**src/rtl/sub_writeback.sv**
```systemverilog
// sub_writeback: writeback stage for the vector SUB engine.
// Takes packed int8 result beats (valid-only, no backpressure) and writes
// them to a word-addressed output buffer from a programmed base address.
// It counts elements against a programmed total and byte-masks the partial
// tail beat. It pulses done on completion and flags beats dropped outside
// RUN.
// Optional feature: define SUB_WB_CHECKSUM_EN to add the checksum output.
// That output is a running sum of the sign-extended enabled lanes.
module sub_writeback #(
  parameter int MAX_VECTOR_SIZE = 8,
  parameter int ADDR_WIDTH      = 12
) (
  input  logic                         clk,
  input  logic                         rst,
  input  logic                         start,
  input  logic [ADDR_WIDTH-1:0]        base_addr,
  input  logic [31:0]                  num_elements,
  input  logic                         valid_in,
  input  logic [8*MAX_VECTOR_SIZE-1:0] data_in,
  output logic                         mem_we,
  output logic [ADDR_WIDTH-1:0]        mem_addr,
  output logic [8*MAX_VECTOR_SIZE-1:0] mem_wdata,
  output logic [MAX_VECTOR_SIZE-1:0]   mem_be,
  output logic                         busy,
  output logic                         done,
`ifdef SUB_WB_CHECKSUM_EN
  output logic [31:0]                  checksum,
`endif
  output logic                         overrun
);

  localparam logic [31:0] LP_LANES = 32'(MAX_VECTOR_SIZE);

  typedef enum logic [1:0] {
    ST_IDLE = 2'd0,
    ST_RUN  = 2'd1,
    ST_FIN  = 2'd2
  } state_t;

  state_t                       r_state;
  logic [ADDR_WIDTH-1:0]        r_wr_addr;
  logic [31:0]                  r_remaining;
  logic                         r_mem_we;
  logic [ADDR_WIDTH-1:0]        r_mem_addr;
  logic [8*MAX_VECTOR_SIZE-1:0] r_mem_wdata;
  logic [MAX_VECTOR_SIZE-1:0]   r_mem_be;
  logic                         r_busy;
  logic                         r_done;
  logic                         r_overrun;

  state_t                       w_state_next;
  logic                         w_start;
  logic                         w_accept;
  logic                         w_drop;
  logic [31:0]                  w_consume;
  logic [31:0]                  w_rem_next;
  logic [MAX_VECTOR_SIZE-1:0]   w_be;

  // Lane i is enabled while more than i elements remain; this yields all
  // ones for a full beat and the low 'remaining' bits for the tail beat.
  always_comb begin
    for (int i = 0; i < MAX_VECTOR_SIZE; i++) begin
      w_be[i] = (r_remaining > 32'(i));
    end
  end

  // Next-state and per-cycle control decode.
  always_comb begin
    // NOTE: every signal gets a default first so no path can infer a latch.
    w_state_next = r_state;
    w_start      = 1'b0;
    w_accept     = 1'b0;
    w_drop       = valid_in && (r_state != ST_RUN);
    w_consume    = (r_remaining >= LP_LANES) ? LP_LANES : r_remaining;
    w_rem_next   = r_remaining - w_consume;
    unique case (r_state)
      ST_IDLE: begin
        if (start) begin
          w_start      = 1'b1;
          w_state_next = (num_elements == 32'd0) ? ST_FIN : ST_RUN;
        end
      end
      ST_RUN: begin
        if (valid_in) begin
          w_accept = 1'b1;
          if (w_rem_next == 32'd0) begin
            w_state_next = ST_FIN;
          end
        end
      end
      ST_FIN: begin
        w_state_next = ST_IDLE;
      end
      default: begin
        w_state_next = ST_IDLE;
      end
    endcase
  end

  // State register plus job bookkeeping (address and element counter).
  always_ff @(posedge clk) begin
    // NOTE: sequential state uses non-blocking assignments only, so every
    // register samples the pre-edge values regardless of statement order.
    if (rst) begin
      r_state     <= ST_IDLE;
      r_wr_addr   <= '0;
      r_remaining <= '0;
    end else begin
      r_state <= w_state_next;
      if (w_start) begin
        r_wr_addr   <= base_addr;
        r_remaining <= num_elements;
      end else if (w_accept) begin
        r_wr_addr   <= r_wr_addr + 1'b1;
        r_remaining <= w_rem_next;
      end
    end
  end

  // Registered buffer write port; a reset suppresses any pending write.
  always_ff @(posedge clk) begin
    if (rst) begin
      r_mem_we    <= 1'b0;
      r_mem_addr  <= '0;
      r_mem_wdata <= '0;
      r_mem_be    <= '0;
    end else begin
      r_mem_we <= w_accept;
      if (w_accept) begin
        r_mem_addr  <= r_wr_addr;
        r_mem_wdata <= data_in;
        r_mem_be    <= w_be;
      end
    end
  end

  // Registered status: busy and done track the state being entered.
  // A beat dropped on the start cycle wins over the clear.
  always_ff @(posedge clk) begin
    if (rst) begin
      r_busy    <= 1'b0;
      r_done    <= 1'b0;
      r_overrun <= 1'b0;
    end else begin
      r_busy <= (w_state_next == ST_RUN);
      r_done <= (w_state_next == ST_FIN);
      if (w_drop) begin
        r_overrun <= 1'b1;
      end else if (w_start) begin
        r_overrun <= 1'b0;
      end
    end
  end

`ifdef SUB_WB_CHECKSUM_EN
  logic [31:0] r_checksum;
  logic [31:0] w_beat_sum;

  // Sum of the sign-extended int8 values in the enabled lanes of this beat.
  always_comb begin
    w_beat_sum = 32'd0;
    for (int i = 0; i < MAX_VECTOR_SIZE; i++) begin
      if (w_be[i]) begin
        w_beat_sum = w_beat_sum + {{24{data_in[i*8+7]}}, data_in[i*8 +: 8]};
      end
    end
  end

  // Checksum accumulator; cleared by an accepted start, wraps modulo 2^32.
  always_ff @(posedge clk) begin
    if (rst) begin
      r_checksum <= 32'd0;
    end else if (w_start) begin
      r_checksum <= 32'd0;
    end else if (w_accept) begin
      r_checksum <= r_checksum + w_beat_sum;
    end
  end

  assign checksum = r_checksum;
`endif

  assign mem_we    = r_mem_we;
  assign mem_addr  = r_mem_addr;
  assign mem_wdata = r_mem_wdata;
  assign mem_be    = r_mem_be;
  assign busy      = r_busy;
  assign done      = r_done;
  assign overrun   = r_overrun;

endmodule

```
**config.mk**
```make
export PLATFORM = sky130hd
export DESIGN_NAME = sub_writeback
export DESIGN_NICKNAME = d
export VERILOG_FILES = /design/src/rtl/sub_writeback.sv
export SDC_FILE = /design/constraint.sdc
export NUM_CORES = 1
export LEC_CHECK = 0
export CAP_MARGIN = 20
export CORE_UTILIZATION = 35
export DETAILED_ROUTE_END_ITERATION = 8
export HOLD_SLACK_MARGIN = 0.02
export PLACE_DENSITY = 0.7
export SLEW_MARGIN = 20
export SYNTH_ARGS = -nofsm -noshare
export SYNTH_HDL_FRONTEND = slang
export SYNTH_SLANG_ARGS = --single-unit
```
**constraint.sdc**
```tcl
create_clock -name clk -period 4.87 [get_ports clk]
set_input_delay 0.487 -clock clk [delete_from_list [all_inputs] [get_ports clk]]
set_output_delay 0.487 -clock clk [all_outputs]
set_load 0.02 [all_outputs]
```
Word-level counts from Yosys, hierarchy flattened --
Cells that the tools add are included.
Cells by class: add/subtract/negate cells 2, order comparisons 9, eq/ne operators 4, mux-type cells 16, reduce and logical (&&, ||, !) cells 6
Operators by type and width (number):
- 32-bit by 3-bit > comparator with 1-bit output, second input constant | 4
- 32-bit 2-to-1 mux | 3
- 32-bit by 1-bit > comparator with 1-bit output, second input constant | 2
- 32-bit by 2-bit > comparator with 1-bit output, second input constant | 2
- 32-bit zero test | 2
- 32-bit by 4-bit greater-or-equal comparator with 1-bit output, second input constant | 1
- 32-bit subtractor | 1
- 12-bit 2-to-1 mux | 2
- 12-bit by 1-bit adder with 12-bit output, second input constant | 1
- 2-bit 2-to-1 mux | 4
- 1-bit 2-to-1 mux | 6
- 2-bit by 1-bit == test with 1-bit output, second input constant | 2
- 2-bit one-hot mux with 2 select lines | 1
- 2-bit nonzero test | 2
- 2-bit == test, second input constant | 1
- 2-bit zero test | 1
- 2-bit by 1-bit inequality test with 1-bit output, second input constant | 1
- 1-bit logical AND | 1
Word-level totals: register bits 134, input bits 112, output and inout bits 88, word-level logic and storage cells 47

Longest topological paths before layout --
Gate-level depths: netlist of run 1.
depth after elaboration 8, gate-level depth with buffers 15, gate-level depth less buffers 12

Least setup slack after synthesis of run 1 --
No wires, ideal clock.
kind reg-to-reg, from reg r_remaining[15], to reg r_busy (netlist: busy), library setup time 0.148 ns, data arrival time 3.504 ns, data required time 4.722 ns, path slack 1.218 ns, cell stages (with the launch flop) 15, path buffers 2, clock period less this slack 3.652 ns, cell sequence dfxtp_1 -> buf_6 -> or4_4 -> or3_4 -> or3_1 -> buf_6 -> nand2_1 -> ha_1 -> nor3_1 -> xor2_1 -> a211o_1 -> nor4b_1 -> nand4b_1 -> nor4_4 -> a41oi_1
On the way: cells in the longest elaborated chain, start to end 8
Ends and longest elaborated chain:
- start, declared | line 42 | logic [31:0] r_remaining;
- start signal, assigned | line 112 | r_remaining <= num_elements;
- start signal, assigned | line 115 | r_remaining <= w_rem_next;
- 32-bit by 4-bit greater-or-equal comparator with 1-bit output | line 74 | w_consume = (r_remaining >= LP_LANES) ? LP_LANES : r_remaining;
- 32-bit 2-to-1 mux | line 74
- 32-bit subtractor * | line 75 | w_rem_next = r_remaining - w_consume;
- 32-bit zero test * | line 86 | if (w_rem_next == 32'd0) begin
- 2-bit 2-to-1 mux * | line 86
- 2-bit 2-to-1 mux * | line 84 | if (valid_in) begin
- 2-bit one-hot mux with 2 select lines * | line 76 | unique case (r_state)
- 2-bit by 1-bit == test with 1-bit output * | line 145 | r_busy <= (w_state_next == ST_RUN);
- end signal, assigned | line 145
- end, declared | line 47 | logic r_busy;
Every way passes the cells marked *; elsewhere a longest branch is shown, timed or not. A chain may end at the register's enable or synchronous reset.

Worst setup path after layout of run 1 --
from reg r_remaining[15], to reg r_state[0]
On the way: cells in the longest elaborated chain, start to end 7
Ends and longest elaborated chain:
- 32-bit by 4-bit greater-or-equal comparator with 1-bit output | line 74
- 32-bit 2-to-1 mux | line 74
- 32-bit subtractor * | line 75
- 32-bit zero test * | line 86
- 2-bit 2-to-1 mux * | line 86
- 2-bit 2-to-1 mux * | line 84
- 2-bit one-hot mux with 2 select lines * | line 76
- end signal, assigned | line 109 | r_state <= w_state_next;
- end, declared | line 40 | state_t r_state;
Marked as above.

==> results of run 1 <==
final cells by class:
type | count | area [um2] | share of cell area
Clock buffer | 18 | 439 | 0.0492
Clock inverter | 14 | 161 | 0.0181
Inverter | 7 | 26.3 | 0.00294
Multi-Input combinational cell | 623 | 3270 | 0.366
Sequential cell | 134 | 2680 | 0.300
Tap cell | 225 | 282 | 0.0315
Timing Repair Buffer | 210 | 2070 | 0.232
registers in the layout (all words and copies together) (netlist names):
signal,count
r_remaining,32
mem_be,8
mem_wdata,64
mem_we,1
busy,1
mem_addr,12
r_state,2
done,1
overrun,1
r_wr_addr,12
layout by cell type, fill, tap and decap left out, types with 3 or more instances in the layout:
| cell type | n |
|---|---|
| xnor2_1 | 4 |
| nor4_1 | 23 |
| clkbuf_16 | 17 |
| a21o_1 | 3 |
| xor2_1 | 5 |
| a22oi_1 | 16 |
| nor4_2 | 3 |
| o21ai_0 | 36 |
| a2111oi_0 | 3 |
| nand2b_1 | 3 |
| clkdlybuf4s50_1 | 198 |
| or3_1 | 10 |
| dfxtp_1 | 134 |
| or4_1 | 6 |
| a21oi_1 | 112 |
| a31oi_1 | 11 |
| buf_4 | 11 |
| nor3_1 | 22 |
| nor2_1 | 68 |
| nand3_1 | 10 |
| inv_1 | 7 |
| nand2_1 | 201 |
| a32oi_1 | 3 |
| clkinv_4 | 3 |
| a2111o_1 | 3 |
| inv_6 | 5 |
| a221oi_1 | 7 |
| a211oi_1 | 9 |
| o311ai_0 | 3 |
| a222oi_1 | 5 |
| nand4_1 | 14 |
| o31ai_1 | 3 |
| or2_2 | 5 |
path summary, 6_finish.rpt:
kind | from | endpoint | slack, ns
max | r_remaining[15] | r_state[0] | 0.71
min | mem_wdata[39] | mem_wdata[39] | 0.45
max reg2reg | r_remaining[15] | r_state[0] | 0.71
min reg2reg | mem_wdata[39] | mem_wdata[39] | 0.45
power by group through the flow:
stage | Clock (mW) | Combinational [mW] | Sequential (mW)
2_1_floorplan | 0 | 0.342 | 1.25
3_3_place_gp | 0 | 0.630 | 1.24
3_5_place_dp | 0 | 0.623 | 1.25
4_1_cts | 1.34 | 0.628 | 1.22
5_1_grt | 1.38 | 0.686 | 1.24
6_report | 1.32 | 0.635 | 1.23
worst max-delay path, stage by stage, from the launching register on:
cell,delay (ns)
dfxtp_1,0.38
or4_4,0.57
or3_4,0.37
or3_1,0.50
nand2_1,0.14
ha_1,0.33
nor3_1,0.16
xor2_1,0.18
a211o_1,0.31
nor4b_1,0.29
nand4b_1,0.19
nor4_4,0.42
a41oi_1,0.17
logic make-up (layout without fill, tap and decap cells):
kind of cell | count (synthesis) | in the layout | share of synthesized area
simple gates | 378 | 378 | 0.274
compound gates | 232 | 232 | 0.229
flops | 134 | 134 | 0.430
buf+inv | 74 | 249 | 0.0472
xor+xnor | 9 | 9 | 0.0126
fa+ha+maj | 2 | 2 | 0.00401
other cells | 1 | 1 | 0.000601
mux | 1 | 1 | 0.00161
layer usage:
layer	track usage	share of wire	routed length, um	vias up
li1	-	-	-	3283
met1	0.291	0.43	9330	3062
met2	0.357	0.44	9410	317
met3	0.0872	0.095	2040	47
met4	0.118	0.032	698	0
met5	0	0	0	-
per-stage QoR:
step	total power, mW	hold WS (ns)
finish	3.18	0.452
floorplan	1.59	0.445
detailed placement	1.87	0.446
global placement	1.87	0.441
global route	3.30	0.472
CTS	3.19	0.454
==> key figures, run 1 <==
Synth
  – Top-count cell post-synth: nand2_1
  – Synth top area share: 0.430
  – Post-synthesis area per instance: 7.50 um2
  – Area of the mapped netlist: 0.00624 mm2
  – Yosys Warn Count: 0
  – Yosys reg bits: 134
  – Top cells by area, synth: dfxtp_1, nand2_1, a21oi_1
  – Post-Syn Nets: 945
  – Commonest cells post-synth: nand2_1, dfxtp_1, a21oi_1, nor2_1, clkbuf_1
  – Yosys top cell by area: dfxtp_1
  – Main flop type after synthesis: dfxtp_1
  – Count of cell types in the netlist: 56
  – Async S/R FF share, synth: 0
  – Post-synthesis sequential area ratio: 0.430
  – Cells after Synth: 831
  – Number of synthesized flops with an enable pin: 0

Final layout
  – Fin area: 0.00893 mm2
  – Number of diodes: 0
  – Fillers: 1676
  – Share of cells above drive strength 1: 0.0606
  – Finished Layout Cells: 1231
  – Final core utilization: 0.515
  – Post-layout nets: 1107
  – Layout area overhead: 43.2%

Power and ir drop
  – Peak supply drop: 0.279 mV
  – Clock power frac: 0.414
  – Sequential Power Share: 0.386
  – Combinational share of power: 0.200
  – Leakage: 3.09 nW
  – Internal: 2.21 mW
  – Net switching power: 0.968 mW
  – PD cells: 356 mW/mm2
  – Switching fraction of total power: 0.305

Place
  – DP Worst Slack: 0.768 ns
  – DP Cell Count: 1198
  – Area of placed instances: 0.00833 mm2
  – PortBufs: 199
  – Routability cong.: 0.964
  – Dpl hpwl: 14.8 mm

Route
  – Initial detailed-routing violation count: 554
  – Routed len/inst: 17.4 um
  – Final wirelength: 21.5 mm
  – # DRC: 0
  – Final ANT Viol Nets: 0
  – Vias: 6709
  – First-pass iteration count of the detailed router: 5
  – Via density: 5.45

Setup path
  – R2R depth: 12
  – Worst endpoint required time: 5.14 ns
  – Setup Crit Path Kind: flip-flop to flip-flop
  – Worst-path maximum fanout: 9
  – Startpoint Class: flip-flop
  – Crit. End Element: flip-flop
  – WP data arrival: 4.43 ns

Timing
  – Tmin final: 4.16 ns
  – Worst setup margin: 0.713 ns
  – Fmax: 241 MHz
  – Slew Limit Fails: 0
  – RSZ-0062 raised after global routing: false
  – Skew final: 0.00711 ns
  – Post-route clock period utilization: 0.853
  – Worst slew margin: 0.274
  – Final Hold Fails: 0
  – Final setup violating endpoints: 0
  – Actual slew at the worst max-slew pin: 1.09 ns
  – Setup TNS: 0 ns

Clocking
  – CTS resizes: 0
  – Root Buffer: clkbuf_16
  – Clock Latency Late Sink: 0.42 ns
  – Clk pin slew, worst setup/hold paths: 0.06 ns
  – Cts bufs inserted: 17
  – CTS Buffer Depth: 2
  – Cts-stage hold buffer count: 0
  – CTS tree: built
  – Total number of H-tree levels: 4
  – Post-CTS Setup Bufs: 0
  – TritonCTS Sinks: 134

Floorplanning
  – Initial Util: 0.359
  – Die Area: 0.0184 mm2
  – Vert. Die Dim: 135 um
  – Die outline width: 135 um
  – FP Rows: 48
  – CORE AREA: 0.0174 mm2
  – # IOs: 200

GRT
  – Vias in the first global route: 6346
  – First-pass GRT wire length: 33.2 mm
  – GRT Util Overall: 0.235
  – Largest net degree at the start of global routing: 90
  – GRT overflow: 0
  – Antenna violations before repair: 0

Flow run
  – Max Cap Viol: 0

Worst hold path
  – Min-delay worst type: flip-flop to flip-flop
  – WHS Path Cells: 2

Status
  – Status: completed
(Power assumes the default switching activity.)
==> run 2, diff against run 1 <==
Settings changed: CORE_MARGIN set to 1.5, PLACE_DENSITY 0.7 to not set.
Clock period 4.87 ns to 4.9 ns, I/O delays scaled along.
==> key figures, run 2 (synthesis results as in run 1) <==
Status
  – Status: completed

GRT
  – Vias in the first global route: 6139 (-3.3%)
  – GRT Util Overall: 0.235 (-0.000391)
  – Antenna violations before repair: 0 (unchanged)
  – GRT overflow: 0 (unchanged)
  – Largest net degree at the start of global routing: 83 (-7.8%)
  – First-pass GRT wire length: 33.8 mm (+1.7%)

Clocking
  – TritonCTS Sinks: 134 (unchanged)
  – Post-CTS Setup Bufs: 0 (unchanged)
  – CTS resizes: 0 (unchanged)
  – CTS tree: built
  – Clk pin slew, worst setup/hold paths: 0.06 ns (about the same)
  – Cts-stage hold buffer count: 0 (unchanged)
  – CTS Buffer Depth: 2 (unchanged)
  – Total number of H-tree levels: 4 (unchanged)
  – Cts bufs inserted: 17 (unchanged)
  – Root Buffer: clkbuf_16
  – Clock Latency Late Sink: 0.42 ns (about the same)

Final layout
  – Fin area: 0.00894 mm2 (+0.13%)
  – Share of cells above drive strength 1: 0.0588 (-0.00181)
  – Fillers: 1709 (+2.0%)
  – Largest register FFs: 64 (unchanged)
  – Layout area overhead: 43.4%
  – Most common cell after layout, fill and taps aside: nand2_1
  – Post-layout nets: 1105 (-0.18%)
  – Commonest cells after routing, fill and taps aside: nand2_1, clkdlybuf4s50_1, dfxtp_1, a21oi_1, nor2_1
  – Register area: 0.00268 mm2 (unchanged)
  – Number of diodes: 0 (unchanged)
  – Final core utilization: 0.515 (+0.000649)
  – Area of the multi-input gates: 0.00328 mm2 (+0.23%)

Setup path
  – Worst endpoint required time: 5.17 ns (+0.03 ns)
  – Cells along the critical path: or4_4 > or3_4 > or3_1 > nand2_1 > ha_1 > nor3_1 > xor2_1 > a211o_1 > nor4b_1 > nand4b_1 > nor4_4 > a41oi_1
  – CP max stage cell: or4_4
  – Worst-path maximum fanout: 9 (unchanged)
  – Worst path bufs/invs: 0 (unchanged)
  – Worst path max stage delay: 0.57 ns (about the same)
  – WP data arrival: 4.40 ns (-0.03 ns)
  – Crit. End Element: flip-flop
  – Startpoint Class: flip-flop
  – Cell family with most CP delay: simple AND/OR/NAND/NOR gates
  – Setup Crit Path Kind: flip-flop to flip-flop

Timing
  – Worst slew margin: 0.338 (+0.0638)
  – Final setup violating endpoints: 0 (unchanged)
  – Worst setup margin: 0.768 ns (+0.0540 ns)
  – Final Hold Fails: 0 (unchanged)
  – RSZ-0062 raised after global routing: false
  – Actual slew at the worst max-slew pin: 0.987 ns (-0.101 ns)
  – Fmax: 242 MHz (+0.58%)
  – Skew final: 0.00730 ns (+0.000191 ns)
  – Post-route clock period utilization: 0.843 (-0.0101)
  – Tmin final: 4.13 ns (-0.0240 ns)
  – Setup TNS: 0 ns (unchanged)
  – Slew Limit Fails: 0 (unchanged)

Route
  – Final ANT Viol Nets: 0 (unchanged)
  – Final wirelength: 21.6 mm (+0.71%)
  – Via density: 5.48 (+0.57%)
  – Met2 WL: 9.53 mm (+1.3%)
  – Metal3 WL: 2.00 mm (-1.7%)
  – First-pass iteration count of the detailed router: 7 (+2)
  – Vias: 6731 (+0.33%)
  – Initial detailed-routing violation count: 507 (-8.5%)
  – # DRC: 0 (unchanged)
  – Max Used Layer: met4
  – Metal-1 WL: 9.72 mm (+4.1%)
  – Routed len/inst: 17.6 um (+0.95%)

Flow run
  – Max Cap Viol: 0 (unchanged)

Floorplanning
  – Initial Util: 0.359 (unchanged)
  – CORE AREA: 0.0174 mm2 (unchanged)
  – Die Area: 0.0186 mm2 (+1.5%)
  – Vert. Die Dim: 136 um (+0.74%)
  – FP Rows: 48 (unchanged)
  – Die outline width: 136 um (+0.74%)
  – # IOs: 200 (unchanged)

Power and ir drop
  – Leakage: 3.09 nW (about the same)
  – PD cells: 354 mW/mm2 (-0.44%)
  – Peak supply drop: 0.267 mV (-4.0%)

Place
  – Dpl hpwl: 14.9 mm (+0.20%)
  – Area of placed instances: 0.00834 mm2 (+0.15%)
  – PortBufs: 199 (unchanged)
  – Routability cong.: 0.915 (-5.1%)
  – DP Worst Slack: 0.843 ns (+0.0745 ns)

Worst hold path
  – Min-delay worst type: flip-flop to flip-flop
## run 2: final timing paths
kind                    from            end  slack [ns]  depth (start not counted)
max          r_remaining[15]     r_state[0]        0.77                         12
min reg2reg    mem_wdata[52]  mem_wdata[52]        0.45                          2
min            mem_wdata[52]  mem_wdata[52]        0.45                          2
max reg2reg  r_remaining[15]     r_state[0]        0.77                         12
## run 2: cell type report
type | count | area share
clock buffer | 19 | 0.0506
clock inverter | 12 | 0.0169
inverter | 7 | 0.00294
multi-input combinational | 623 | 0.367
sequential | 134 | 0.300
tap | 225 | 0.0315
timing repair buffer | 208 | 0.231
## run 2: power breakdown
part / switching, mW / internal (mW)
clock network: 0.503 / 0.824
registers: 0.0686 / 1.15
logic: 0.353 / 0.269
total: 0.924 / 2.24
## run 2: stage by stage
| stage | hold slack (ns) | total power, mW | instances |
|---|---|---|---|
| floorplan | 0.445 | 1.58 | 831 |
| global placement | 0.441 | 1.86 | 1197 |
| detailed placement | 0.446 | 1.86 | 1197 |
| CTS | 0.453 | 3.18 | 1228 |
| global route | 0.470 | 3.30 | 1228 |
| finish | 0.451 | 3.17 | 1228 |
## run 2: metal layers
layer / global-route usage / vias up
met4: 0.0792 / 0
met3: 0.0824 / 28
met1: 0.314 / 3134
met2: 0.349 / 282
li1: - / 3287
met5: 0 / -
## run 2: worst reg2reg max path: stages, from the launching register on
cell and delay (ns):
dfxtp_1 0.39, or4_4 0.57, or3_4 0.37, or3_1 0.49, nand2_1 0.13, ha_1 0.30
nor3_1 0.15, xor2_1 0.18, a211o_1 0.31, nor4b_1 0.28, nand4b_1 0.19, nor4_4 0.43
a41oi_1 0.18
==> run 3, diff against run 2 <==
Settings changed: PLACE_DENSITY set to 0.66.
Clock period 4.9 ns to 3.7 ns, I/O delays scaled along.
==> key figures, run 3 (synthesis results as in run 1) <==
Floorplanning
  – Die outline width: 136 um (unchanged)
  – # IOs: 200 (unchanged)
  – Die Area: 0.0186 mm2 (unchanged)
  – Vert. Die Dim: 136 um (unchanged)
  – FP Rows: 48 (unchanged)
  – CORE AREA: 0.0174 mm2 (unchanged)
  – Initial Util: 0.359 (unchanged)

Timing
  – RSZ-0062 raised after global routing: false
  – Slew Limit Fails: 0 (unchanged)
  – Post-route clock period utilization: 0.938 (+0.0946)
  – Worst slew margin: 0.422 (+0.0838)
  – Skew final: 0.0139 ns (+0.00658 ns)
  – Fmax: 288 MHz (+19%)
  – Final setup violating endpoints: 0 (unchanged)
  – Tmin final: 3.47 ns (-0.662 ns)
  – Worst setup margin: 0.230 ns (-0.538 ns)
  – Actual slew at the worst max-slew pin: 0.867 ns (-0.120 ns)
  – Setup TNS: 0 ns (unchanged)
  – Final Hold Fails: 0 (unchanged)

Final layout
  – Commonest cells after routing, fill and taps aside: nand2_1, clkdlybuf4s50_1, dfxtp_1, a21oi_1, nor2_1
  – Most common cell after layout, fill and taps aside: nand2_1
  – Number of diodes: 0 (unchanged)
  – Largest register FFs: 64 (unchanged)
  – Share of cells above drive strength 1: 0.0924 (+0.0336)
  – Layout area overhead: 47.5%
  – Post-layout nets: 1140 (+3.2%)

Setup path
  – Cells along the critical path: or4_4 > or3_4 > or3_1 > nand2_1 > ha_1 > nor4_2 > nand3_1 > a211o_1 > nor4b_2 > nand4b_1 > nor4_4 > a41oi_1
  – R2R depth: 12 (unchanged)
  – Worst path max stage delay: 0.56 ns (about the same)
  – Worst-path maximum fanout: 4 (-5)
  – Worst endpoint required time: 3.98 ns (-1.19 ns)
  – CP max stage cell: or4_4
  – Worst path bufs/invs: 0 (unchanged)
  – WP data arrival: 3.75 ns (-0.65 ns)
  – RR Endpoint: busy
  – Setup Crit Path Kind: flip-flop to flip-flop
  – Crit. End Element: flip-flop
  – Cell family with most CP delay: simple AND/OR/NAND/NOR gates
  – Worst R2R Start: r_remaining[15]
  – R2R Setup Slk: 0.23 ns (-0.54 ns)
  – Startpoint Class: flip-flop

Route
  – Via density: 5.43 (-0.96%)
  – First-pass iteration count of the detailed router: 8 (+1)
  – # DRC: 0 (unchanged)
  – Final wirelength: 21.8 mm (+0.64%)
  – Final ANT Viol Nets: 0 (unchanged)
  – Routed len/inst: 17.2 um (-2.2%)
  – Initial detailed-routing violation count: 481 (-5.1%)
  – Vias: 6862 (+1.9%)

GRT
  – GRT overflow: 0 (unchanged)
  – Largest net degree at the start of global routing: 79 (-4.8%)
  – Vias in the first global route: 6235 (+1.6%)
  – First-pass GRT wire length: 33.4 mm (-1.1%)
  – Antenna violations before repair: 0 (unchanged)
  – GRT Util Overall: 0.233 (-0.00213)

Place
  – Dpl hpwl: 15.4 mm (+3.7%)
  – DP Worst Slack: 0.0573 ns (-0.785 ns)
  – PortBufs: 199 (unchanged)
  – Routability cong.: 0.958 (+4.8%)

Power and ir drop
  – PD cells: 459 mW/mm2 (+30%)
  – Leakage: 3.25 nW (+5.2%)
  – Peak supply drop: 0.334 mV (+25%)

Status
  – Status: completed

Clocking
  – CTS Buffer Depth: 2 (unchanged)
  – Cts bufs inserted: 17 (unchanged)
  – CTS tree: built
  – Clock Latency Late Sink: 0.43 ns (about the same)
  – Root Buffer: clkbuf_16
  – Total number of H-tree levels: 4 (unchanged)
  – Cts-stage hold buffer count: 0 (unchanged)
  – TritonCTS Sinks: 134 (unchanged)
  – Clk pin slew, worst setup/hold paths: 0.06 ns (about the same)

Flow run
  – Max Cap Viol: 0 (unchanged)

Worst hold path
  – Hold_sp: mem_wdata[54]
  – Min-delay worst type: flip-flop to flip-flop
  – WHS Path Cells: 2 (unchanged)
  – WHS Endpoint: mem_wdata[54]
## run 3: how the worst max path moves through the flow
stage	start	endpoint	slack, ns	depth (start not counted)
floorplan	r_remaining[15]	busy	0.05	14
global placement	r_remaining[15]	busy	0.07	12
detailed placement	r_remaining[15]	busy	0.06	12
CTS	r_remaining[15]	busy	0.06	12
global route	r_remaining[15]	r_state[0]	0.02	12
finish	r_remaining[15]	busy	0.23	12
## run 3: metrics by stage
step / instance area, um2 / std cells / util / power, mW / hold WS, ns
finish: 9200 / 1264 / 0.530 / 4.22 / 0.452
global route: 9200 / 1264 / 0.530 / 4.40 / 0.471
CTS: 9180 / 1264 / 0.529 / 4.24 / 0.454
detailed placement: 8590 / 1232 / 0.495 / 2.52 / 0.446
global placement: 8590 / 1232 / 0.495 / 2.52 / 0.441
floorplan: 6240 / 831 / - / 2.10 / 0.445
## run 3: layout make-up
cell class	instances	area (um2)
Clock inverter	13	144
Inverter	7	26.3
Sequential cell	134	2680
Tap cell	225	282
Fill cell	1693	8160
Timing Repair Buffer	243	2320
Multi-Input combinational cell	623	3290
Clock buffer	19	453
## run 3: worst register-to-register path, delay by kind of cell, from the launching register on
family                     cells  cell delay (ns)
DFF                            1             0.31
AOI/OAI and AO/OA              2             0.46
and+or+nand+nor                9             2.31
adders and majority gates      1             0.25
## run 3: report_power, final
part	internal [mW]	switching (mW)	total (mW)
Combinational	0.407	0.514	0.921
Sequential	1.52	0.0631	1.58
Clock	1.03	0.683	1.72
## run 3: what timing repair did
item | in CTS | in global routing
cloned | 0 | 0
setup buffers | 0 | 0
setup endpoints to repair | 1 | 4
pin swaps | 1 | 2
resized for setup | 0 | 2
## run 3: layer usage
| metal | track usage | share of wire | up-vias |
|---|---|---|---|
| li1 | - | - | 3346 |
| met1 | 0.290 | 0.43 | 3190 |
| met2 | 0.363 | 0.45 | 293 |
| met3 | 0.0906 | 0.098 | 33 |
| met4 | 0.0816 | 0.021 | 0 |
| met5 | 0 | 0 | - |
